[src/rtl/mac_seq_ctrl.sv]
// Sequencer for a 4-bit multiply-accumulate datapath: accepts len operand pairs, sums their products, pulses done.
// Optional saturating accumulator with sticky overflow flag: define MAC_SAT_EN.
module mac_seq_ctrl #(
    parameter int DW = 4,
    parameter int AW = 8,
    parameter int LW = 4
) (
    input  logic          clk,
    input  logic          reset,
    input  logic          start,
    input  logic [LW-1:0] len,
    output logic          busy,
    input  logic          in_valid,
    output logic          in_ready,
    input  logic [DW-1:0] x,
    input  logic [DW-1:0] y,
    output logic          done,
    output logic [AW-1:0] result,
    output logic          ovf,
    output logic [1:0]    state_dbg
);

    // Stream handshake: a beat is in_valid && in_ready at a posedge. in_ready depends only on
    // state (never on in_valid). The source may raise/drop in_valid freely; nothing is buffered.

    typedef enum logic [1:0] {
        S_IDLE  = 2'd0,
        S_RUN   = 2'd1,
        S_DRAIN = 2'd2,
        S_DONE  = 2'd3
    } state_t;

    state_t state, state_nxt;

    logic [2*DW-1:0] prod_w;
    logic [AW-1:0]   prod;
    logic            prod_vld;
    logic [AW-1:0]   acc;
    logic [LW-1:0]   rem;
    logic            beat;
    logic            job_start;

    assign beat      = in_valid && in_ready;
    assign job_start = (state == S_IDLE) && start;
    assign prod_w    = {{DW{1'b0}}, x} * {{DW{1'b0}}, y};
    assign state_dbg = state;

    // State register
    always_ff @(posedge clk) begin
        if (reset) begin
            state <= S_IDLE;
        end else begin
            state <= state_nxt;
        end
    end

    // Next-state logic
    always_comb begin
        state_nxt = state;
        case (state)
            S_IDLE: begin
                if (start) begin
                    state_nxt = (len != '0) ? S_RUN : S_DONE;
                end
            end
            S_RUN: begin
                if (beat && (rem == LW'(1))) begin
                    state_nxt = S_DRAIN;
                end
            end
            S_DRAIN: state_nxt = S_DONE;
            S_DONE:  state_nxt = S_IDLE;
            default: state_nxt = S_IDLE;
        endcase
    end

    // Output decode
    always_comb begin
        in_ready = 1'b0;
        busy     = 1'b0;
        case (state)
            S_IDLE:  begin in_ready = 1'b0; busy = 1'b0; end
            S_RUN:   begin in_ready = 1'b1; busy = 1'b1; end
            S_DRAIN: begin in_ready = 1'b0; busy = 1'b1; end
            S_DONE:  begin in_ready = 1'b0; busy = 1'b1; end
            default: begin in_ready = 1'b0; busy = 1'b0; end
        endcase
    end

    // Product stage and remaining-pair counter
    always_ff @(posedge clk) begin
        if (reset) begin
            prod     <= '0;
            prod_vld <= 1'b0;
            rem      <= '0;
        end else begin
            if (beat) begin
                prod     <= AW'(prod_w);
                prod_vld <= 1'b1;
                rem      <= rem - LW'(1);
            end else begin
                prod_vld <= 1'b0;
            end
            if (job_start && (len != '0)) begin
                rem <= len;
            end
        end
    end

`ifdef MAC_SAT_EN
    logic [AW:0] sum_w;
    logic        sat;
    logic        ovf_q;

    assign sum_w = {1'b0, acc} + {1'b0, prod};

    // Once clamped, any further nonzero product carries out again, so acc stays at all-ones.
    always_ff @(posedge clk) begin
        if (reset) begin
            acc <= '0;
            sat <= 1'b0;
        end else if (job_start) begin
            acc <= '0;
            sat <= 1'b0;
        end else if (prod_vld) begin
            if (sum_w[AW]) begin
                acc <= '1;
                sat <= 1'b1;
            end else begin
                acc <= sum_w[AW-1:0];
            end
        end
    end

    always_ff @(posedge clk) begin
        if (reset) begin
            ovf_q <= 1'b0;
        end else if (state == S_DONE) begin
            ovf_q <= sat;
        end
    end

    assign ovf = ovf_q;
`else
    always_ff @(posedge clk) begin
        if (reset) begin
            acc <= '0;
        end else if (job_start) begin
            acc <= '0;
        end else if (prod_vld) begin
            acc <= acc + prod;
        end
    end

    assign ovf = 1'b0;
`endif

    // Result register holds the previous job's sum until the new job reaches DONE.
    always_ff @(posedge clk) begin
        if (reset) begin
            result <= '0;
            done   <= 1'b0;
        end else if (state == S_DONE) begin
            result <= acc;
            done   <= 1'b1;
        end else begin
            done   <= 1'b0;
        end
    end

endmodule

[config.mk]
export PLATFORM = sky130hd
export DESIGN_NAME = mac_seq_ctrl
export DESIGN_NICKNAME = d
export VERILOG_FILES = /design/src/rtl/mac_seq_ctrl.sv
export SDC_FILE = /design/constraint.sdc
export NUM_CORES = 1
export LEC_CHECK = 0
export ABC_AREA = 1
export CORE_MARGIN = 2
export CORE_UTILIZATION = 50
export DETAILED_ROUTE_END_ITERATION = 8
export PLACE_DENSITY = 0.81
export REMOVE_ABC_BUFFERS = 1
export SETUP_SLACK_MARGIN = 0.02
export SYNTH_ARGS = -nofsm -noshare
export SYNTH_HDL_FRONTEND = slang
export SYNTH_SLANG_ARGS = --single-unit
[constraint.sdc]
create_clock -name clk -period 2.7 [get_ports clk]
set_input_delay 0.54 -clock clk [delete_from_list [all_inputs] [get_ports clk]]
set_output_delay 0.54 -clock clk [all_outputs]
set_load 0.03 [all_outputs]
==> metrics.yaml <==
grt_antenna_before_repair: 0
yosysTopAreaCell: "dfxtp_1"
clkLatencyLatePin_ps: 290
drive_above_1_share_pct: 13.2
end_kind: "register"
report.final.slew_viol_count: 0
via_count: 2043
cts_buffers: 5
dpl.cell_count: 392
cts_buffer_depth: 2
drtIter0Drc: 141
yosys_warnings: 0
final_nets: 395
path_class: "in2reg"
cts.htree.levels: 2
areaGrowthSynthToFinish_pct: 21.6
period_needed_ps: 2540
grt_pass1_wl_um: 8100
syn-mean-instance-area_um2: 7.27
routedWlPerCell_um: 11.6
viasPerCell: 5.11
synth_cells: 306
crit_family: "adder cells"
power.density_nw_per_um2: 687
place.gp.congestion: 0.808
grt_util_all_layers_pct: 19.8
vdd_drop_max_mv: 0.502
overflow: 0
ios: 30
routed_wirelength_um: 4630
max_stage_delay_ps: 480
fp.dieH_um: 70.7
drc_errors: 0
maxCapViolCount: 0
ant_nets: 0
arrival_ps: 2740
stdcell_count: 400
holdWs_ps: 494
synth_seq_area_share_pct: 28.8
synth_top_area_share_pct: 28.8
finalHoldViolations: 0
dr.pass1.iters: 4
n_fill_cell: 376
fin_crit_sh_pct: 94.0
die_x_um: 70.7
cts_root_buffer: "clkbuf_8"
initial_utilization_pct: 51.4
rows: 24
final_util_pct: 62.5
cts_tree: "done"
clock_sinks: 32
postCtsSetupBuffers: 0
die_area_um2: 5000
critPathMaxFanout: 3
io_buffers: 28
grt_max_degree: 18
cp_slowest_cell: "clkdlybuf4s50_1"
synthTopCellsByArea: "dfxtp_1 29%, ha_1 15%, nand2_1 10%, inv_1 8.3%, nor2_1 5.4%"
ys_ff_latch: 32
crit_chain: "clkdlybuf4s50_1, nand2_1, fa_1, inv_1, ha_1, ha_4, nand2_1, nand2_1, a21oi_2, xor2_1, nand2_1, nand2_1, inv_1"
fin_skew_ps: 9.88
leakage_nw: 1.41
rsz0062_at_grt: "no"
ys_types: 33
cts.clk_slew.worst_paths_ps: 70
diodes: 0
clock.fmax_mhz: 394
core_um2: 4320
crit_required_ps: 2900
grt_pass1_vias: 1864
critPathMostFrequentCell: "nand2_1"
start_kind: "primary input"
status: "finished clean"
dp_hpwl_um: 3590
hp-class: "reg2reg"
finalSetupViolCount: 0
crit_buf_inv: 3
synthesis.area_um2: 2220
-- layer usage --
metal / GRT usage, % / vias up / share of wire [%]
li1: - / 1053 / -
met3: 3.99 / 11 / 4.3
met2: 34.6 / 48 / 50
met1: 24.4 / 931 / 45
met5: 0 / - / 0
met4: 6.29 / 0 / 1.5
-- layout by cell type, fill, tap and decap left out, types with 2 or more instances in the layout --
cell / netlist / layout
nand2_2: 4 / 6
clkinv_2: 0 / 2
fa_1: 5 / 4
inv_2: 4 / 4
inv_1: 49 / 49
clkbuf_2: 0 / 4
a21oi_1: 19 / 19
buf_4: 2 / 12
clkdlybuf4s50_1: 0 / 22
clkbuf_8: 0 / 6
nand3_2: 2 / 2
o21ai_0: 13 / 13
xnor2_1: 3 / 3
dfxtp_1: 32 / 32
o211ai_1: 3 / 3
o21ai_1: 6 / 6
ha_1: 27 / 26
nand3_1: 19 / 19
nand3b_1: 4 / 4
nor2_1: 32 / 32
xor2_1: 2 / 2
nand2_1: 62 / 60
or2_4: 2 / 2
-- path summary, 6_finish.rpt --
path	start	endpoint	slack (ps)	cells past startpoint
setup / recovery	x[3]	prod[5]	160	13
hold / removal	prod[0]	prod[0]	490	2
setup reg to reg	acc[0]	acc[6]	970	11
hold reg to reg	prod[0]	prod[0]	490	2
-- sequential cells by signal, summed over array words and instances (netlist names) --
signal     flops
acc            8
prod           8
done           1
rem            4
state_dbg      2
prod_vld       1
result         8
-- what timing repair did --
action	CTS	global route
endpoints found under the setup margin	4	2
pin swaps	7	7
gates resized for setup	8	11
gates cloned	0	0
hold buffers	0	0
-- area by class of cell --
type / instances / area (µm²) / area share, %
clock buffer: 6 / 82.6 / 3.06
clock inverter: 2 / 10.0 / 0.370
inverter: 54 / 205 / 7.59
multi-input combinational: 214 / 1350 / 50.0
sequential: 32 / 641 / 23.7
tap: 52 / 65.1 / 2.41
timing repair buffer: 40 / 349 / 12.9
-- Yosys cell counts (all sizes together) --
cell and count:
a21o 1, o21a 1, nor2 34, xor2 2, nand2 67, dfxtp 32, conb 1, or2 3
o211ai 3, o21ai 19, fa 5, ha 27, nand3b 5, a21oi 20, nand4 1, nand3 21
buf 6, xnor2 3, inv 54, a31oi 1
-- logic make-up after synthesis --
family	count (synthesis)	synth area share, %
AO/OA/AOI/OAI	45	10.9
XOR/XNOR	5	1.97
adder cells (fa/ha/maj)	32	19.7
buffers and inverters	60	11.4
flip-flops	32	28.8
other	1	0.169
AND/OR/NAND/NOR	131	27.1
-- power by group --
group	leakage (nW)	internal [mW]	switching, mW	total (mW)
Clock	0.0510	0.203	0.187	0.390
Combinational	1.10	0.341	0.502	0.843
Sequential	0.260	0.554	0.0694	0.623
Total	1.41	1.10	0.758	1.86
-- worst min-delay path: cells and delay by family, from the launching register on --
family,cells,cell delay [ps]
simple gates,2,130
flops,1,320
-- stage by stage --
step	setup WS, ps	cell area (µm²)	total power, mW	setup TNS, ps
5_1_grt	5.99	2700	1.99	0
4_1_cts	101	2700	1.85	0
6_report	161	2700	1.86	0
3_5_place_dp	-525	2610	1.46	-2180
2_1_floorplan	83.4	2180	1.20	0
3_3_place_gp	-470	2610	1.43	-1870
Power figures use the tool's default switching activity.
